==> src/rtl/zelda_pkg.sv <==
// rtl/zelda_pkg.sv - shared direction codes, pixel field widths and scheduler states
package zelda_pkg;

  typedef enum logic [1:0] {
    UP    = 2'b00,
    DOWN  = 2'b01,
    LEFT  = 2'b10,
    RIGHT = 2'b11
  } dir_e;

  localparam logic ON  = 1'b1;
  localparam logic OFF = 1'b0;

  localparam int X_W = 9;
  localparam int Y_W = 8;
  localparam int C_W = 6;

  typedef enum logic [2:0] {
    S_INIT,
    S_WAIT_FRAME,
    S_WAIT_MAP,
    S_MOVE,
    S_DRAW,
    S_NEXT,
    S_DONE
  } sched_state_e;

endpackage

==> src/rtl/sprite_draw_scheduler_if.sv <==
// rtl/sprite_draw_scheduler_if.sv - frame control, sprite drawer and VGA port bundle of the scheduler
interface sprite_draw_scheduler_if
  import zelda_pkg::*;
#(
  parameter int N_SPR = 4
);
  logic                   frame_tick;
  logic                   map_done;
  logic [N_SPR-1:0]       spr_active;
  logic [N_SPR-1:0]       dir_valid;
  logic [2*N_SPR-1:0]     dir;
  logic [N_SPR-1:0]       init;
  logic [N_SPR-1:0]       move_up;
  logic [N_SPR-1:0]       move_down;
  logic [N_SPR-1:0]       move_left;
  logic [N_SPR-1:0]       move_right;
  logic [N_SPR-1:0]       draw_char;
  logic [N_SPR-1:0]       draw_done;
  logic [X_W*N_SPR-1:0]   spr_x;
  logic [Y_W*N_SPR-1:0]   spr_y;
  logic [C_W*N_SPR-1:0]   spr_colour;
  logic [N_SPR-1:0]       spr_write;
  logic [X_W-1:0]         vga_x;
  logic [Y_W-1:0]         vga_y;
  logic [C_W-1:0]         vga_colour;
  logic                   vga_write;
  logic                   busy;
  logic                   frame_done;
  logic                   timeout_err;
  logic [7:0]             overrun_cnt;

  modport master (
    output frame_tick, map_done, spr_active, dir_valid, dir, draw_done,
           spr_x, spr_y, spr_colour, spr_write,
    input  init, move_up, move_down, move_left, move_right, draw_char,
           vga_x, vga_y, vga_colour, vga_write, busy, frame_done, timeout_err, overrun_cnt
  );

  modport slave (
    input  frame_tick, map_done, spr_active, dir_valid, dir, draw_done,
           spr_x, spr_y, spr_colour, spr_write,
    output init, move_up, move_down, move_left, move_right, draw_char,
           vga_x, vga_y, vga_colour, vga_write, busy, frame_done, timeout_err, overrun_cnt
  );

endinterface

==> src/rtl/next_active_sel.sv <==
// rtl/next_active_sel.sv - picks the lowest set bit of active at or above start, with a found flag
module next_active_sel #(
  parameter int N  = 4,
  parameter int IW = 2
) (
  input  logic [N-1:0]  active,
  input  logic [IW:0]   start,
  output logic [IW-1:0] sel,
  output logic          found
);

  // Descending scan so the lowest qualifying index is the last one written.
  always_comb begin
    sel   = '0;
    found = 1'b0;
    for (int i = N - 1; i >= 0; i--) begin
      if (active[i] && ((IW+1)'(i) >= start)) begin
        sel   = IW'(i);
        found = 1'b1;
      end
    end
  end

endmodule

==> src/rtl/sprite_draw_scheduler.sv <==
// rtl/sprite_draw_scheduler.sv - per-frame move/draw sequencer sharing one VGA write port among sprite drawers
// Optional feature: define DRAW_SCHED_STATS_EN to build the saturating dropped-tick counter on overrun_cnt.
module sprite_draw_scheduler
  import zelda_pkg::*;
#(
  parameter int N_SPR   = 4,
  parameter int TIMEOUT = 512,
  parameter int TW      = 10
) (
  input  logic                   clock,
  input  logic                   reset,
  sprite_draw_scheduler_if.slave bus
);

  localparam int IW = (N_SPR > 1) ? $clog2(N_SPR) : 1;

  sched_state_e     state;
  logic [IW-1:0]    grant;
  logic             pending;
  logic [TW-1:0]    cnt;
  logic [N_SPR-1:0] init_q, up_q, down_q, left_q, right_q, draw_q;
  logic             busy_q, frame_done_q, timeout_q;
  logic [IW:0]      sel_start;
  logic [IW-1:0]    sel;
  logic             sel_found;

  assign sel_start = (state == S_NEXT) ? ({1'b0, grant} + (IW+1)'(1)) : '0;

  next_active_sel #(.N(N_SPR), .IW(IW)) u_sel (
    .active (bus.spr_active),
    .start  (sel_start),
    .sel    (sel),
    .found  (sel_found)
  );

  always_ff @(posedge clock or negedge reset) begin
    if (!reset) begin
      state        <= S_INIT;
      grant        <= '0;
      pending      <= OFF;
      cnt          <= '0;
      init_q       <= '0;
      up_q         <= '0;
      down_q       <= '0;
      left_q       <= '0;
      right_q      <= '0;
      draw_q       <= '0;
      busy_q       <= OFF;
      frame_done_q <= OFF;
      timeout_q    <= OFF;
    end else begin
      init_q       <= '0;
      up_q         <= '0;
      down_q       <= '0;
      left_q       <= '0;
      right_q      <= '0;
      frame_done_q <= OFF;
      // Ticks arriving outside S_WAIT_FRAME, including the S_DONE exit cycle, are remembered.
      if (state != S_WAIT_FRAME && bus.frame_tick) pending <= ON;
      case (state)
        S_INIT: begin
          init_q <= '1;
          state  <= S_WAIT_FRAME;
        end
        S_WAIT_FRAME: begin
          if (bus.frame_tick || pending) begin
            pending <= OFF;
            busy_q  <= ON;
            state   <= S_WAIT_MAP;
          end
        end
        S_WAIT_MAP: begin
          if (bus.map_done) begin
            if (bus.spr_active == '0) begin
              frame_done_q <= ON;
              state        <= S_DONE;
            end else begin
              state <= S_MOVE;
            end
          end
        end
        S_MOVE, S_NEXT: begin
          if (state == S_MOVE) begin
            for (int i = 0; i < N_SPR; i++) begin
              if (bus.spr_active[i] && bus.dir_valid[i]) begin
                case (dir_e'(bus.dir[2*i +: 2]))
                  UP:      up_q[i]    <= ON;
                  DOWN:    down_q[i]  <= ON;
                  LEFT:    left_q[i]  <= ON;
                  default: right_q[i] <= ON;
                endcase
              end
            end
          end
          if (sel_found) begin
            grant  <= sel;
            draw_q <= N_SPR'(1) << sel;
            cnt    <= '0;
            state  <= S_DRAW;
          end else begin
            frame_done_q <= ON;
            state        <= S_DONE;
          end
        end
        S_DRAW: begin
          cnt <= cnt + TW'(1);
          if (bus.draw_done[grant]) begin
            draw_q <= '0;
            state  <= S_NEXT;
          end else if (cnt == TW'(TIMEOUT - 1)) begin
            timeout_q <= ON;
            draw_q    <= '0;
            state     <= S_NEXT;
          end
        end
        S_DONE: begin
          busy_q <= OFF;
          state  <= S_WAIT_FRAME;
        end
        default: state <= S_INIT;
      endcase
    end
  end

`ifdef DRAW_SCHED_STATS_EN
  logic [7:0] overrun_q;
  logic       tick_drop;

  assign tick_drop = bus.frame_tick && pending && (state != S_WAIT_FRAME);

  always_ff @(posedge clock or negedge reset) begin
    if (!reset) begin
      overrun_q <= '0;
    end else if (tick_drop && overrun_q != 8'hFF) begin
      overrun_q <= overrun_q + 8'd1;
    end
  end

  assign bus.overrun_cnt = overrun_q;
`else
  assign bus.overrun_cnt = '0;
`endif

  always_comb begin
    bus.vga_x      = '0;
    bus.vga_y      = '0;
    bus.vga_colour = '0;
    bus.vga_write  = OFF;
    if (state == S_DRAW) begin
      bus.vga_x      = bus.spr_x[grant*X_W +: X_W];
      bus.vga_y      = bus.spr_y[grant*Y_W +: Y_W];
      bus.vga_colour = bus.spr_colour[grant*C_W +: C_W];
      bus.vga_write  = bus.spr_write[grant];
    end
  end

  assign bus.init        = init_q;
  assign bus.move_up     = up_q;
  assign bus.move_down   = down_q;
  assign bus.move_left   = left_q;
  assign bus.move_right  = right_q;
  assign bus.draw_char   = draw_q;
  assign bus.busy        = busy_q;
  assign bus.frame_done  = frame_done_q;
  assign bus.timeout_err = timeout_q;

endmodule

==> src/flat_wrapper.sv <==
// flat-port wrapper written by rule: the top's interface ports become plain ports
module sprite_draw_scheduler_flat import zelda_pkg::*;
#(
  parameter int N_SPR   = 4,
  parameter int TIMEOUT = 512,
  parameter int TW      = 10
)
  (clock, reset, bus_frame_tick, bus_map_done, bus_spr_active, bus_dir_valid, bus_dir, bus_draw_done, bus_spr_x, bus_spr_y, bus_spr_colour, bus_spr_write, bus_init, bus_move_up, bus_move_down, bus_move_left, bus_move_right, bus_draw_char, bus_vga_x, bus_vga_y, bus_vga_colour, bus_vga_write, bus_busy, bus_frame_done, bus_timeout_err, bus_overrun_cnt);
  sprite_draw_scheduler_if #(.N_SPR(N_SPR)) bus_i ();
  input  logic clock;
  input  logic reset;
  input wire logic [$bits(bus_i.frame_tick)-1:0] bus_frame_tick;
  input wire logic [$bits(bus_i.map_done)-1:0] bus_map_done;
  input wire logic [$bits(bus_i.spr_active)-1:0] bus_spr_active;
  input wire logic [$bits(bus_i.dir_valid)-1:0] bus_dir_valid;
  input wire logic [$bits(bus_i.dir)-1:0] bus_dir;
  input wire logic [$bits(bus_i.draw_done)-1:0] bus_draw_done;
  input wire logic [$bits(bus_i.spr_x)-1:0] bus_spr_x;
  input wire logic [$bits(bus_i.spr_y)-1:0] bus_spr_y;
  input wire logic [$bits(bus_i.spr_colour)-1:0] bus_spr_colour;
  input wire logic [$bits(bus_i.spr_write)-1:0] bus_spr_write;
  output wire logic [$bits(bus_i.init)-1:0] bus_init;
  output wire logic [$bits(bus_i.move_up)-1:0] bus_move_up;
  output wire logic [$bits(bus_i.move_down)-1:0] bus_move_down;
  output wire logic [$bits(bus_i.move_left)-1:0] bus_move_left;
  output wire logic [$bits(bus_i.move_right)-1:0] bus_move_right;
  output wire logic [$bits(bus_i.draw_char)-1:0] bus_draw_char;
  output wire logic [$bits(bus_i.vga_x)-1:0] bus_vga_x;
  output wire logic [$bits(bus_i.vga_y)-1:0] bus_vga_y;
  output wire logic [$bits(bus_i.vga_colour)-1:0] bus_vga_colour;
  output wire logic [$bits(bus_i.vga_write)-1:0] bus_vga_write;
  output wire logic [$bits(bus_i.busy)-1:0] bus_busy;
  output wire logic [$bits(bus_i.frame_done)-1:0] bus_frame_done;
  output wire logic [$bits(bus_i.timeout_err)-1:0] bus_timeout_err;
  output wire logic [$bits(bus_i.overrun_cnt)-1:0] bus_overrun_cnt;
  assign bus_i.frame_tick = bus_frame_tick;
  assign bus_i.map_done = bus_map_done;
  assign bus_i.spr_active = bus_spr_active;
  assign bus_i.dir_valid = bus_dir_valid;
  assign bus_i.dir = bus_dir;
  assign bus_i.draw_done = bus_draw_done;
  assign bus_i.spr_x = bus_spr_x;
  assign bus_i.spr_y = bus_spr_y;
  assign bus_i.spr_colour = bus_spr_colour;
  assign bus_i.spr_write = bus_spr_write;
  assign bus_init = bus_i.init;
  assign bus_move_up = bus_i.move_up;
  assign bus_move_down = bus_i.move_down;
  assign bus_move_left = bus_i.move_left;
  assign bus_move_right = bus_i.move_right;
  assign bus_draw_char = bus_i.draw_char;
  assign bus_vga_x = bus_i.vga_x;
  assign bus_vga_y = bus_i.vga_y;
  assign bus_vga_colour = bus_i.vga_colour;
  assign bus_vga_write = bus_i.vga_write;
  assign bus_busy = bus_i.busy;
  assign bus_frame_done = bus_i.frame_done;
  assign bus_timeout_err = bus_i.timeout_err;
  assign bus_overrun_cnt = bus_i.overrun_cnt;
  sprite_draw_scheduler #(.N_SPR(N_SPR), .TIMEOUT(TIMEOUT), .TW(TW)) u_core (.clock(clock), .reset(reset), .bus(bus_i));
endmodule
==> config.mk <==
export PLATFORM = sky130hd
export DESIGN_NAME = sprite_draw_scheduler_flat
export DESIGN_NICKNAME = d
export VERILOG_FILES = /design/src/rtl/zelda_pkg.sv /design/src/rtl/sprite_draw_scheduler_if.sv /design/src/rtl/next_active_sel.sv /design/src/rtl/sprite_draw_scheduler.sv /design/src/flat_wrapper.sv
export SDC_FILE = /design/constraint.sdc
export NUM_CORES = 1
export LEC_CHECK = 0
export BUFFER_PORTS_ARGS = -buffer_cell sky130_fd_sc_hd__buf_4
export CORE_UTILIZATION = 48
export CTS_BUF_LIST = sky130_fd_sc_hd__clkbuf_2
export DETAILED_ROUTE_END_ITERATION = 7
export PLACE_DENSITY_LB_ADDON = 0.08
export SETUP_SLACK_MARGIN = 0.02
export SLEW_MARGIN = 10
export SYNTH_ARGS = -nofsm -noshare
export SYNTH_HDL_FRONTEND = slang
export SYNTH_SLANG_ARGS = --single-unit
==> constraint.sdc <==
create_clock -name clock -period 3.9 [get_ports clock]
set_input_delay 0.585 -clock clock [delete_from_list [all_inputs] [get_ports clock]]
set_output_delay 0.585 -clock clock [all_outputs]
set_load 0.05 [all_outputs]
# Word-level counts from Yosys, hierarchy flattened
# Index checks and enable logic that the tools add are counted.
# W data, S select, Z words.
# word_totals
output_inout_bits	59
latch_bits	0
romBits	0
input_bits	120
mem_count	0
ram_bits	0
word_cells	157
register_bits	43
# op_classes
n_reduce_logical	30
n_mul	2
add_sub_neg	2
n_eq_ne	20
n_lt_le_gt_ge	5
mux	80
n_bitwise	1
n_shift	4
div_mod_pow	0
# ops
operator	n
$mux W4	12
$mux W1	46
$shiftx A36 B7 Y9	1
$shiftx A32 B6 Y8	1
$shiftx A24 B6 Y6	1
$pmux W10 S2	1
$mux W3	6
$pmux W3 S5	1
$reduce_or A3 Y1	4
$add A10 B1 Y10 const B	1
$eq A10 B9 Y1 const B	1
$mux W10	1
$mux W2	5
$eq A3 B3 Y1 const B	3
$logic_and A1 B1 Y1	9
$mux W9	1
$reduce_and A3 Y1	3
$eq A2 B1 Y1 const B	4
$eq A2 B2 Y1 const B	4
$logic_not A2 Y1	4
$mux W8	1
$pmux W4 S2	1
$eq A3 B2 Y1 const B	2
$ge A1 B3 Y1 const A	2
other kinds (20)	29

# Logic depth before layout (Yosys ltp)
# Gate-level depths: netlist of the first run.
# depth
word_depth	11
depth_mapped	8
depth_no_buf	7

# Cells and area by module
# Synthesis of the first run repeated with hierarchy kept, for this count alone.
# unflattened
cells_unflattened	252
hier_area_um2	2642.5
# by_module_without_submodules
module	cells_each	area_each_um2	seq_area_each_um2	n_inst
sprite_draw_scheduler	241	2575.0	1001.0	1
next_active_sel	11	67.6	0.0	1

# Worst setup path after synthesis of the first run
# No wires, ideal clock.
# synth_timing
path_type	register -> output
start	register u_core.grant[0]
end	output bus_vga_x[1]
required_time_ns	3.315
path_buffers	2
t_arrival_ns	1.684
setup_slack_ns	1.631
path_stages_with_launch	5
path_cell_list	dfrtp_1 buf_4 buf_2 mux4_2 and3_1
# synth_via
elab_chain_cells	3
# synth_rtl
element	line_no	rtl
start, declared	sprite_draw_scheduler.sv:18	logic [IW-1:0] grant;
start signal, assigned	sprite_draw_scheduler.sv:96	grant <= sel;
$mul A2 B4 Y6	sprite_draw_scheduler.sv:150	bus.vga_x = bus.spr_x[grant*X_W +: X_W];
$shiftx A36 B7 Y9	sprite_draw_scheduler.sv:150	
$mux W9	sprite_draw_scheduler.sv:149	if (state == S_DRAW) begin
end, declared	flat_wrapper.sv:28	output wire logic [$bits(bus_i.vga_x)-1:0] bus_vga_x;
# Every way passes these cells.

# Final worst setup path of the first run
# layout_timing
start	register u_core.state[0]
end	output bus_vga_x[0]
# layout_via
elab_chain_cells	2
# layout_rtl
element	line_no	rtl
start, declared	sprite_draw_scheduler.sv:17	sched_state_e state;
start signal, assigned	sprite_draw_scheduler.sv:38	state <= S_INIT;
start signal, assigned	sprite_draw_scheduler.sv:63	state <= S_WAIT_FRAME;
start signal, assigned	sprite_draw_scheduler.sv:69	state <= S_WAIT_MAP;
$eq A3 B3 Y1	sprite_draw_scheduler.sv:149	
$mux W9	sprite_draw_scheduler.sv:149	
# Every way passes these cells.

==> results of run 1 <==
Yosys cell counts (all sizes together), types with 2 or more instances:
master and n:
dfrtp 40, nor2 19, nor3 5, ha 2, and3 35, a21oi 8
buf 18, clkbuf 9, o32ai 2, a31oi 4, a22o 3, inv 8
o31ai 2, nand3 6, nand2 20, nand2b 3, o2bb2ai 2, o21ai 18
nor3b 5, mux4 25
per-layer routing:
layer,track usage (%),vias up,routed length [um]
li1,-,1287,-
met1,35.5,1337,3310
met2,47.4,137,4340
met3,6.16,19,574
met4,8.52,0,212
met5,0,-,0
layout make-up:
type | instances | area [um2] | area share (%)
well taps | 72 | 90.1 | 2.20
flip-flops and latches | 40 | 1000 | 24.5
inverters | 8 | 30.0 | 0.734
multi-input cells | 192 | 1640 | 40.2
clock buffers | 6 | 30.0 | 0.734
repair buffers | 172 | 1290 | 31.6
clock inverters | 1 | 5.00 | 0.122
flip-flops by register name, summed over array words and instances, names as in the netlist:
register                flops
u_core.bus.init             1
u_core.bus.move_right       4
u_core.pending              1
u_core.bus.frame_done       1
u_core.bus.busy             1
u_core.bus.move_down        4
u_core.cnt                 10
u_core.bus.draw_char        4
u_core.bus.move_left        4
u_core.bus.move_up          4
u_core.state                3
u_core.grant                2
u_core.bus.timeout_err      1
power by group through the flow:
stage               clock (mW)  sequential [mW]  combinational, mW
finish                   0.171            0.576               1.38
global route             0.196            0.587               1.48
CTS                      0.178            0.573               1.39
detailed placement           0            0.580               1.38
global placement             0            0.576               1.36
floorplan                    0            0.627               1.00
through the flow:
step                util (%)  setup slack, ns
finish                  73.4             1.10
floorplan                  -             1.63
CTS                     73.4             1.05
global route            73.4            0.854
global placement        72.8             1.28
detailed placement      72.8             1.17
path summary, 6_finish.rpt:
check                                          endpoint  slack, ns  cells after the start
worst max-delay path                       bus_vga_x[0]       1.10                      3
worst min-delay path                      u_core.cnt[1]       0.13                      1
worst max register to register  u_core.bus.draw_char[2]       1.11                      5
worst min register to register            u_core.cnt[6]       0.49                      1
max in group asynchronous       u_core.bus.draw_char[3]       3.40                      1
min in group clock              u_core.bus.move_down[3]       0.33                      2
worst max-delay path: cells and delay by family (launching register included):
kind	cells	cell delay, ns
flip-flops	1	0.62
AND/OR/NAND/NOR	1	0.33
buffers and inverters	2	0.87
logic make-up (layout without fill, tap and decap cells):
logic type,count (synthesis),after routing,share of synthesized area (%)
AND/OR/NAND/NOR,101,101,20.9
AO/OA/AOI/OAI,55,55,15.2
flip-flops,40,40,35.5
buffers and inverters,35,187,7.02
multiplexers,26,26,20.4
adder cells (fa/ha/maj),2,2,0.888
other,1,8,0.133
==> results_dict.tcl, run 1 <==
set metrics [dict create \
    ys_types 55 \
    post-synth-top-area-fraction_pct 35.5 \
    cts_tree "yes" \
    p_leak_nw 2.11 \
    dr.first_iter.drc_count 204 \
    post_cts_resized 0 \
    relSlewSlack_pct 50.2 \
    gp_congestion 0.849 \
    start_kind "flip-flop" \
    grt_pass1_vias 2695 \
    port_buffers 170 \
    clockPowerShare_pct 8.0 \
    slew_viol_final 0 \
    setup_violations 0 \
    drc_errors 0 \
    max_freq_ghz 0.358 \
    antenna_found_initial 0 \
    nNetsFinal 541 \
    p_sw_share_pct 49.2 \
    p_sw_mw 1.05 \
    viasPerCell 5.66 \
    synth_top_flop_cell "dfrtp_1" \
    start_util_pct 50.5 \
    path_cells "inv_1 -> and3_1 -> buf_4" \
    skew_ns 0.0255 \
    design_area_mm2 0.00409 \
    netlist_instances 260 \
    min-delay-path-class "in -> async" \
    synth-seq-cells 40 \
    vias 2780 \
    maxCapViolations 0 \
    synth_warnings 0 \
    clk_pin_slew_worst_paths_ns 0.20 \
    whs_ns 0.128 \
    final_cell_mix "172 x buf_4, 40 x dfrtp_1, 35 x and3_1, 25 x mux4_2, 20 x nand2_1" \
    fp-row-count 27 \
    hold_viol_final 0 \
    postRouteAntennaNets 0 \
    grt_max_degree 41 \
    critPathMaxFanout 32 \
    ys_seq_area_share_pct 35.5 \
    cts_setup_buffers 0 \
    avgSynthCellArea_um2 10.8 \
    drive_above_1_share_pct 52.7 \
    cp.arrival_ns 2.21 \
    cts_hold_buf 0 \
    die_area_mm2 0.00618 \
    powerDensity_mw_per_mm2 521 \
    diodes 0 \
    io_pins 179 \
    core-area_mm2 0.00557 \
    firstDrtPassIters 6 \
    place_hpwl_um 6700 \
    mostFrequentLayoutCell "buf_4" \
    seq_power_share_pct 27.0 \
    crit_type "reg -> out" \
    numCtsBuffers 5 \
    wirelength_um 8440 \
    clock_latency_ns 0.39 \
    combPwrFrac_pct 64.9 \
    clk_path_buf_depth 2 \
    tightest_slew_ns 0.746 \
    dpl.cell_count 484 \
    end_kind "output pin" \
    fin_setup_tns_ns 0 \
    rsz0062_at_grt "false" \
    total_power_mw 2.13 \
    root_buffer "clkbuf_2" \
    ir_drop_mv 0.306 \
    status "complete, no violations" \
    synthArstFlopShare_pct 100 \
    die_h_um 78.6 \
    grt_remaining_overflow 0 \
    die_x_um 78.6 \
    synth_edf_count 0 \
    wl_per_cell_um 17.2 \
    fillers 442 \
    h-tree-depth 2 \
    period_needed_ns 2.80 \
    rr_startpoint "u_core.state[0]" \
    instances_no_fill 491 \
    fin_crit_sh_pct 71.7 \
    synth_area_mm2 0.00282 \
    place_area_mm2 0.00406 \
    synthTopCellsByArea "dfrtp_1 36%, mux4_2 20%, and3_1 7.8%" \
    groute.usage.overall_pct 27.9 \
    crit_path_start "u_core.state[0]" \
    grt_pass1_wl_um 13200 \
    clock-sinks 40 \
    slowest_stage "inv_1" \
    synth_top_area_cell "dfrtp_1" \
    slowest_delay_ns 0.65 \
    syn_to_final_growth_pct 45.3 \
    p_int_mw 1.08 \
    crit_required_ns 3.31 \
]
Note: power is estimated with default switching activity, not from simulation.
==> run 2, diff against run 1 <==
Settings changed: CORE_UTILIZATION 48 to 44.
Clock period 3.9 ns to 2.8 ns, I/O delays scaled along.
==> run 2 against run 1 <==
Critical path depth grew 1. Count of clock-buffer cells in the layout grew 1. Clock skew grew 0.0047 ns. Global-route usage shrank 2.3 points. Largest power group unchanged. Clock power grew 44%.
==> results_dict.tcl, run 2 (same netlist as run 1, synthesis figures left out) <==
set metrics [dict create \
    status "complete, no violations" \
    vias 2738 \
    grt_remaining_overflow 0 \
    drc_errors 0 \
    die_x_um 82.0 \
    dp_slack_ns 0.656 \
    max_freq_ghz 0.412 \
    firstDrtPassIters 4 \
    die_area_mm2 0.00672 \
    clk_path_buf_depth 2 \
    hp-start "bus_dir[1]" \
    crit_required_ns 2.38 \
    fin_setup_tns_ns 0 \
    root_buffer "clkbuf_2" \
    rr_worst_depth 6 \
    crit_type "reg -> out" \
    h-tree-depth 2 \
    die_h_um 82.0 \
    clock_latency_ns 0.41 \
    grt_pass1_wl_um 12700 \
    multi_input_area_mm2 0.00164 \
    final_cell_mix "173 x buf_4, 40 x dfrtp_1, 35 x and3_1, 25 x mux4_2, 20 x nand2_1" \
    clock-sinks 40 \
    tightest_slew_ns 0.598 \
    design_area_mm2 0.00414 \
    fillers 521 \
    hold_viol_final 0 \
    place_hpwl_um 6590 \
    groute.usage.overall_pct 25.6 \
    port_buffers 170 \
    total_power_mw 3.00 \
    whs_ns 0.146 \
    slew_viol_final 0 \
    min-delay-path-class "in -> reg" \
    place_area_mm2 0.00409 \
    nNetsFinal 544 \
    clk_pin_slew_worst_paths_ns 0.20 \
    skew_ns 0.0302 \
    postRouteAntennaNets 0 \
    period_needed_ns 2.43 \
    setup_violations 0 \
    mostFrequentLayoutCell "buf_4" \
    start_kind "flip-flop" \
    powerDensity_mw_per_mm2 726 \
    fin_crit_sh_pct 86.6 \
    dpl.cell_count 489 \
    grt_max_degree 41 \
    grt_pass1_vias 2621 \
    drive_above_1_share_pct 52.7 \
    io_pins 179 \
    gp_congestion 0.783 \
    core-area_mm2 0.00606 \
    regArea_mm2 0.00100 \
    crit_path_start "u_core.grant[0]" \
    syn_to_final_growth_pct 46.9 \
    relSlewSlack_pct 59.8 \
    worstHoldPathCells 2 \
    fin_ws_ns 0.374 \
    diodes 0 \
    fp-row-count 28 \
    rr_startpoint "u_core.state[2]" \
    maxCapViolations 0 \
    end_kind "output pin" \
    largest_reg_flops 10 \
    ir_drop_mv 0.583 \
    cts_tree "yes" \
    fin_util_pct 68.2 \
    numCtsBuffers 5 \
    viasPerCell 5.50 \
    wl_per_cell_um 16.5 \
    cts_setup_buffers 0 \
    antenna_found_initial 0 \
    p_leak_nw 2.13 \
    reg2reg_setup_slack_ns 0.60 \
    instances_no_fill 498 \
    cp.arrival_ns 2.01 \
    regMostFlops "u_core.cnt" \
    rsz0062_at_grt "false" \
    critPathMaxFanout 27 \
    wirelength_um 8220 \
    start_util_pct 46.5 \
    dr.first_iter.drc_count 190 \
]
[run 2: changes by cell type in the layout (fill, tap and decap cells not counted)]
cell,previous run,this run
buf_12,0,1
buf_4,172,173
clkbuf_2,6,7
clkinv_1,0,1
clkinv_2,1,0
dlygate4sd3_1,0,1
[run 2: critical path, stage by stage, from the launching register on]
cell and delay [ns]:
dfrtp_1 0.43, buf_12 0.24, mux4_2 0.53, and3_1 0.21
buf_4 0.19
[run 2: metal layers]
metal	wire, um	track usage [%]
met5	0	0
met4	170	7.89
met3	554	6.11
met2	4350	44.5
met1	3150	31.3
[run 2: final timing paths]
kind,end
worst max-delay path,bus_vga_x[4]
worst min-delay path,u_core.bus.move_down[0]
worst max register to register,u_core.bus.draw_char[2]
worst min register to register,u_core.cnt[6]
max in group asynchronous,u_core.bus.draw_char[0]
min in group asynchronous,u_core.bus.draw_char[3]
[run 2: area by class of cell]
class | instances | area share [%]
timing repair buffer | 175 | 32.1
sequential | 40 | 24.2
clock inverter | 1 | 0.0907
inverter | 8 | 0.726
tap | 75 | 2.27
clock buffer | 7 | 0.847
multi-input combinational | 192 | 39.7
[run 2: report_power, final]
group          internal (mW)  total, mW  switching (mW)
Combinational          0.812       1.95            1.14
Sequential             0.669      0.803           0.134
Clock                 0.0668      0.247           0.180
[run 2: timing repair]
item	4_1_cts	5_1_grt
hold buffers	1	0
gates resized for setup	0	0
hold endpoints to repair	40	0
